--- config.mk ---
export PLATFORM = sky130hd
export DESIGN_NAME = fetch_unit
export DESIGN_NICKNAME = d
export VERILOG_FILES = /design/src/rtl/fetch_unit.sv
export SDC_FILE = /design/constraint.sdc
export NUM_CORES = 1
export LEC_CHECK = 0
export BUFFER_PORTS_ARGS = -buffer_cell sky130_fd_sc_hd__buf_2
export CAP_MARGIN = 20
export CORE_MARGIN = 2
export CORE_UTILIZATION = 56
export DETAILED_ROUTE_END_ITERATION = 16
export PLACE_DENSITY = 0.8
export REMOVE_ABC_BUFFERS = 1
export SLEW_MARGIN = 30
export SYNTH_ARGS = -nofsm -noshare
export SYNTH_HDL_FRONTEND = slang
export SYNTH_SLANG_ARGS = --single-unit
--- constraint.sdc ---
create_clock -name clk -period 5 [get_ports clk]
set_clock_uncertainty 0.05 [all_clocks]
set_input_delay 0.25 -clock clk [delete_from_list [all_inputs] [get_ports clk]]
set_output_delay 0.25 -clock clk [all_outputs]
set_load 0.05 [all_outputs]
--- src/rtl/fetch_unit.sv ---
// fetch_unit: Eka instruction fetch stage. Holds the fetch PC, drives a req/gnt + rvalid memory port and buffers words with their PC in a DEPTH-entry FIFO; redirects flush it.
// Optional build macro FETCH_MISALIGN_CHECK_EN adds a sticky op_misaligned flag that holds fetch after an unaligned redirect.
module fetch_unit #(
  parameter logic [31:0] RESET_PC = 32'h0000_0000,
  parameter int unsigned DEPTH    = 2
) (
  input  logic        clk,
  input  logic        rst,
  input  logic        ip_redirect,
  input  logic [31:0] ip_redirect_pc,
  output logic        op_imem_req,
  output logic [31:0] op_imem_addr,
  input  logic        ip_imem_gnt,
  input  logic        ip_imem_rvalid,
  input  logic [31:0] ip_imem_rdata,
  output logic        op_valid,
  output logic [31:0] op_inst,
  output logic [31:0] op_pc,
  input  logic        ip_ready
`ifdef FETCH_MISALIGN_CHECK_EN
  ,
  output logic        op_misaligned
`endif
);

  // Handshakes: a request transfers on a cycle with op_imem_req && ip_imem_gnt; a response
  // transfers on any cycle with ip_imem_rvalid (in request order); an instruction transfers
  // to the decoder on op_valid && ip_ready. Valids never wait on the matching ready.
  localparam int unsigned AW = $clog2(DEPTH);
  localparam int unsigned CW = AW + 1;
  // Back-to-back redirects against a slow memory can stack stale responses beyond DEPTH.
  localparam int unsigned DW = CW + 2;

  logic [31:0]   fetch_pc;
  logic [31:0]   resp_pc;
  logic [31:0]   fifo_inst [DEPTH];
  logic [31:0]   fifo_pc   [DEPTH];
  logic [AW-1:0] wr_ptr;
  logic [AW-1:0] rd_ptr;
  logic [CW-1:0] count;
  logic [CW-1:0] outstanding;
  logic [DW-1:0] drop_cnt;
  logic [CW:0]   in_use;
  logic [31:0]   target;
  logic          hold;
  logic          credit;
  logic          grant;
  logic          push;
  logic          drop;
  logic          pop;

  assign target = {ip_redirect_pc[31:2], 2'b00};
  assign in_use = {1'b0, count} + {1'b0, outstanding};
  assign credit = in_use < (CW + 1)'(DEPTH);

  assign op_imem_req  = !rst && !ip_redirect && !hold && credit;
  assign op_imem_addr = fetch_pc;
  assign grant        = op_imem_req && ip_imem_gnt;

  assign push = !rst && !ip_redirect && ip_imem_rvalid && (drop_cnt == '0);
  assign drop = ip_imem_rvalid && (drop_cnt != '0);

  assign op_valid = !rst && !ip_redirect && (count != '0);
  assign op_inst  = fifo_inst[rd_ptr];
  assign op_pc    = fifo_pc[rd_ptr];
  assign pop      = op_valid && ip_ready;

  always_ff @(posedge clk) begin
    if (rst) begin
      fetch_pc    <= RESET_PC;
      resp_pc     <= RESET_PC;
      wr_ptr      <= '0;
      rd_ptr      <= '0;
      count       <= '0;
      outstanding <= '0;
      drop_cnt    <= '0;
    end else if (ip_redirect) begin
      fetch_pc    <= target;
      resp_pc     <= target;
      wr_ptr      <= '0;
      rd_ptr      <= '0;
      count       <= '0;
      outstanding <= '0;
      // Everything still owed by memory becomes stale; a response landing now is one of them.
      drop_cnt    <= drop_cnt + DW'(outstanding) - DW'(ip_imem_rvalid);
    end else begin
      if (grant) fetch_pc <= fetch_pc + 32'd4;
      if (push) begin
        wr_ptr  <= wr_ptr + 1'b1;
        resp_pc <= resp_pc + 32'd4;
      end
      if (pop) rd_ptr <= rd_ptr + 1'b1;
      count       <= count + CW'(push) - CW'(pop);
      outstanding <= outstanding + CW'(grant) - CW'(push);
      if (drop) drop_cnt <= drop_cnt - 1'b1;
    end
  end

  always_ff @(posedge clk) begin
    if (push) begin
      fifo_inst[wr_ptr] <= ip_imem_rdata;
      fifo_pc[wr_ptr]   <= resp_pc;
    end
  end

`ifdef FETCH_MISALIGN_CHECK_EN
  logic misaligned;

  always_ff @(posedge clk) begin
    if (rst) misaligned <= 1'b0;
    else if (ip_redirect) misaligned <= (ip_redirect_pc[1:0] != 2'b00);
  end

  assign hold          = misaligned;
  assign op_misaligned = misaligned;
`else
  logic unused_pc_lsbs;
  assign unused_pc_lsbs = ^ip_redirect_pc[1:0];
  assign hold           = 1'b0;
`endif

endmodule

# --- Word-level counts from Yosys, hierarchy flattened ---
# Memory sizes are Yosys's and may differ from the RTL's. A register that Yosys moved wholly into a read port is not among the register bits.
# Cells that the tools add are included.
word_totals:
  register_bits: 74
  ramBits: 128
  inputBits: 70
  output_inout_bits: 98
  wordCells: 53
  memories: 2
mem_list:
  columns: ["name", "words", "width", "rd", "rd_ports_with_merged_regs", "wr", "line", "text"]
  rows:
  - ["fifo_inst", 2, 32, 1, 1, 1, "36", "logic [31:0] fifo_inst [DEPTH];"]
  - ["fifo_pc", 2, 32, 1, 1, 1, "37", "logic [31:0] fifo_pc [DEPTH];"]
op_classes:
  add_sub_neg: 12
  order_cmp: 1
  mux: 12
  n_reduce_logical: 17
ops:
  columns: ["op", "count"]
  rows:
  - ["two-way mux 32 bit", 4]
  - ["adder 32 x 3 -> 32 bit (second input constant)", 2]
  - ["logical AND 1 bit", 8]
  - ["two-way mux 4 bit", 2]
  - ["nonzero test 2 bit", 4]
  - ["two-way mux 1 bit", 6]
  - ["adder 2 x 1 -> 2 bit", 2]
  - ["adder 4 x 2 -> 4 bit", 1]
  - ["zero test 4 bit", 1]
  - ["nonzero test 4 bit", 1]
  - ["subtractor 2 x 1 -> 2 bit", 2]
  - ["subtractor 4 x 1 -> 4 bit", 1]
  - ["subtractor 4 x 1 -> 4 bit (second input constant)", 1]
  - ["adder 2 x 2 -> 3 bit", 1]
  - ["< comparator 3 x 2 -> 1 bit (second input constant)", 1]
  - ["adder 1 bit (second input constant)", 2]
  - ["zero test 1 bit", 2]
  - ["OR reduction 2 bit", 1]

# --- Longest topological paths before layout ---
logic_depth:
  depth_word: 6
  depth_mapped: 12
  ltp_nobuf: 11

# --- Worst setup path after synthesis ---
# OpenSTA, ideal clock, no wires.
synth_timing:
  path_type: "in2reg"
  startpoint: "input rst"
  endpoint: "memory fifo_inst[0][0], enable pin"
  setup_time_ns: 0.482
  arrival_time_ns: 3.734
  required_ns: 4.468
  slack_ns: 0.733
  path_stages: 7
  n_path_buf: 3
  path_cell_list: "buf_6 -> or2_1 -> buf_2 -> clkbuf_1 -> nor2_1 -> inv_1 -> nor2_1"
synth_between:
  elab_chain_cells: 6
synth_rtl:
  columns: ["item", "line", "text"]
  rows:
  - ["from (decl)", "8", "input logic rst,"]
  - ["zero test 1 bit", "60", "assign push = !rst && !ip_redirect && ip_imem_rvalid && (drop_cnt == '0);"]
  - ["logical AND 1 bit (3 in a row)", "60", null]
  - ["two-way mux 1 bit", "100", "if (push) begin"]
  - ["two-way mux 1 bit (not written as such)", "101", "fifo_inst[wr_ptr] <= ip_imem_rdata;"]
  - ["to (decl)", "36", null]
# No other way between the ends.

# --- Final worst setup path ---
layout_timing:
  startpoint: "register outstanding[0]"
  endpoint: "register outstanding[1]"
layout_between:
  elab_chain_cells: 6
layout_rtl:
  columns: ["item", "line", "text"]
  rows:
  - ["from (decl)", "41", "logic [CW-1:0] outstanding;"]
  - ["from (signal assigned)", "94", "outstanding <= outstanding + CW'(grant) - CW'(push);"]
  - ["adder 2 x 2 -> 3 bit", "53", "assign in_use = {1'b0, count} + {1'b0, outstanding};"]
  - ["< comparator 3 x 2 -> 1 bit", "54", "assign credit = in_use < (CW + 1)'(DEPTH);"]
  - ["logical AND 1 bit", "56", "assign op_imem_req = !rst && !ip_redirect && !hold && credit;"]
  - ["logical AND 1 bit", "58", "assign grant = op_imem_req && ip_imem_gnt;"]
  - ["adder 2 x 1 -> 2 bit (*)", "94", null]
  - ["subtractor 2 x 1 -> 2 bit (*)", "94", null]
# Mark *: on every way between the ends. The rest lies on a longest branch, timed or not.
# A chain may end at the register's enable or synchronous reset.

==> run_results.csv <==
group,metric,value,unit
run_status,status,"finished clean",
floorplanning,die_h,130,um
synthesis,seq_area_frac_synth,57.8,%
setup_path,reg2regPathDepth,11,
floorplanning,coreArea,15700,um^2
clock_tree,numCtsBuffers,17,
power_and_ir_drop,power_density,344,nW/um^2
sta,whs,0.00858,ns
grt,grt_pass1_wl,33500,um
clock_tree,cts-root-buf,"clkbuf_16",
place,io_buffers,161,
synthesis,ys.flop_type,"edfxtp_1",
detailed_routing,first_pass_iters,7,
clock_tree,cts_tree,"yes",
synthesis,ys_seq_elements,195,
setup_path,end_kind,"register",
final_layout,antenna_cells,0,
synthesis,synth_enable_flop_cells,124,
grt,antenna_found_initial,0,
power_and_ir_drop,p_leak,3.91,nW
sta,setup_tns,0,ns
grt,grt_pass1_vias,6451,
synthesis,synth_top_family_by_area,"simple AND/OR/NAND/NOR gates",
clock_tree,cts_hold_buf,32,
synthesis,muxShareOfSynthArea,8.19,%
final_layout,syn_to_final_growth,21.0,%
synthesis,synthArstFlopShare,0,%
sta,setup_viol,0,
floorplanning,fp.dieW,130,um
place,dp_hpwl,14600,um
detailed_routing,drtAntennaViolNets,0,
clock_tree,cts_resized,0,
final_layout,mostFrequentLayoutCells,"buf_2 (161), edfxtp_1 (124), dfxtp_1 (70), mux2_2 (63), nand2_1 (49)",
worst_hold_path,hold-path-endpoint,"resp_pc[17]",
setup_path,rr_endpoint,"outstanding[1]",
sta,clock.fmax,0.312,GHz
setup_path,arrival,3.45,ns
clock_tree,cts_num_sinks,195,
detailed_routing,post_drt_wl_per_cell,19.1,um
sta,relSlewSlack,45.1,%
synthesis,yosysWarnings,0,
setup_path,path_max_fanout,7,
synthesis,synth_xor_area_share,2.36,%
grt,grt.total_usage,25.9,%
sta,worst_pin_slew,0.821,ns
synthesis,synth-compound-area-share,11.0,%
clock_tree,worstSkewPairLatency,0.44,ns
detailed_routing,drc,0,
grt,grt_max_degree,52,
worst_hold_path,hold_path_depth,3,
clock_tree,cts_max_path_buffers,2,
floorplanning,placementRows,46,
setup_path,crit_required,5.25,ns
setup_path,critical_path_class,"register to register",
detailed_routing,vias,6921,
place,place.gp.congestion,0.957,
detailed_routing,viasPerCell,5.97,
sta,min_period,3.21,ns
worst_hold_path,hp-start,"ip_redirect_pc[17]",
clock_tree,htreeDepth,4,
detailed_routing,drt-initial-drc-count,586,
setup_path,start_kind,"register",
floorplanning,ios,168,
synthesis,ys_types,65,
final_layout,final_common_cell,"buf_2",
clock_tree,clkTransAtPathRegs,0.07,ns
worst_hold_path,hold_path_class,"input port to register",
grt,grt-ovfl-total,0,
floorplanning,die_area,16900,um^2
final_layout,layout-drive-gt1-share,29.2,%
power_and_ir_drop,ir_drop,0.248,mV
sta,rsz0062_at_grt,"no",
sta,period_share,64.1,%
sta,finalHoldViolations,0,
setup_path,r2r-start,"outstanding[0]",
synthesis,netlist_area,8910,um^2
clock_tree,post_cts_buffers,0,
sta,drv_slew,0,
synthesis,synth.avg_cell_area,11.9,um^2
final_layout,nets,1016,
detailed_routing,wl,22200,um
synthesis,synth_simple_gate_area_share,15.0,%
floorplanning,initial_core_util,56.7,%
synthesis,synthAdderAreaFrac,2.42,%
synthesis,synthCells,750,
job,cap_violations,0,
final_layout,nFillCells,1172,
setup_path,r2r_slack,1.79,ns
## area by class of cell
class,count,area (um^2),share of cell area (%)
clock inverter,14,129,1.20
multi-input combinational,488,3490,32.4
timing repair buffer,202,1210,11.2
tap,216,270,2.51
clock buffer,18,429,3.98
inverter,26,97.6,0.906
sequential,195,5150,47.8
## metrics by stage
step / std cells / total power [W] / instance area, um^2 / setup slack [ns] / util [%]
floorplan: 709 / 0.00225 / 8730 / 0.800 / -
global placement: 1095 / 0.00240 / 9890 / 1.87 / 63.0
detailed placement: 1095 / 0.00241 / 9890 / 1.88 / 63.0
CTS: 1159 / 0.00371 / 10800 / 1.87 / 68.6
global route: 1159 / 0.00384 / 10800 / 1.64 / 68.6
finish: 1159 / 0.00371 / 10800 / 1.79 / 68.6
## Yosys cell counts, types with 7 or more instances
| cell | n | area [um^2] |
|---|---|---|
| edfxtp_1 | 124 | 3720 |
| dfxtp_1 | 71 | 1420 |
| mux2_2 | 63 | 709 |
| nand2_1 | 49 | 184 |
| nor2_1 | 38 | 143 |
| clkbuf_1 | 36 | 135 |
| nand3_1 | 29 | 145 |
| inv_1 | 26 | 97.6 |
| nand4_1 | 26 | 163 |
| o21ai_0 | 26 | 130 |
| a31oi_1 | 16 | 100 |
| nor3_1 | 16 | 80.1 |
| o31ai_1 | 16 | 120 |
| nor4_1 | 15 | 93.8 |
| or4_1 | 15 | 113 |
| xnor2_1 | 15 | 131 |
| ha_1 | 14 | 175 |
| a21boi_0 | 12 | 90.1 |
| o21a_1 | 11 | 82.6 |
| a21oi_1 | 10 | 50.1 |
| and4_1 | 9 | 78.8 |
| or3_1 | 9 | 56.3 |
| xor2_1 | 9 | 78.8 |
| a211oi_1 | 8 | 60.1 |
| and3_1 | 7 | 43.8 |
| o31a_1 | 7 | 61.3 |
## sequential cells by signal (all words and copies together), names as in the netlist, named ones only
register	cells
count	2
drop_cnt	4
fifo_inst	64
fifo_pc	60
op_imem_addr	30
outstanding	2
rd_ptr	1
resp_pc	30
wr_ptr	1
## worst max path at each step
stage | slack, ns | depth (start not counted) | end | start
final | 1.79 | 11 | outstanding[1] | outstanding[0]
after global routing | 1.64 | 6 | op_imem_addr[21] | outstanding[0]
after floorplan | 0.80 | 6 | fifo_inst[0][0] | drop_cnt[0]
after detailed placement | 1.88 | 11 | outstanding[1] | outstanding[0]
after CTS | 1.87 | 11 | outstanding[1] | outstanding[0]
after global placement | 1.87 | 6 | op_imem_addr[13] | outstanding[0]
## report_power, final
group | total, W | switching [W] | leakage [nW] | internal [W]
registers | 0.00186 | 0.0000675 | 1.72 | 0.00179
clock network | 0.00131 | 0.000612 | 0.270 | 0.000694
logic | 0.000541 | 0.000355 | 1.92 | 0.000187
## worst max-delay path: stages (launching register included)
cell and delay, ns:
dfxtp_1 0.33, and2_1 0.17, fa_1 0.52, or3b_1 0.55, nor2_1 0.34, inv_1 0.20, ha_1 0.31, inv_1 0.06
ha_1 0.16, xor2_1 0.20, xnor2_1 0.14, nor2_1 0.05
## metal layers
| metal | GRT usage (%) | part of all wire (%) | vias to the layer above | wire (um) |
|---|---|---|---|---|
| met1 | 34.1 | 42 | 3310 | 9370 |
| met4 | 10.1 | 2.6 | 0 | 574 |
| met3 | 7.09 | 8.5 | 50 | 1890 |
| li1 | - | - | 3234 | - |
| met5 | 0 | 0 | - | 0 |
| met2 | 41.1 | 47 | 327 | 10300 |
## cells by family after synthesis
logic type / count (synthesis)
DFF: 195
xor gates and xnor gates: 24
buffers and inverters: 70
AOI/OAI and AO/OA: 138
other: 1
muxes: 65
adders and majority gates: 16
and+or+nand+nor: 241
Power figures use the tool's default switching activity.
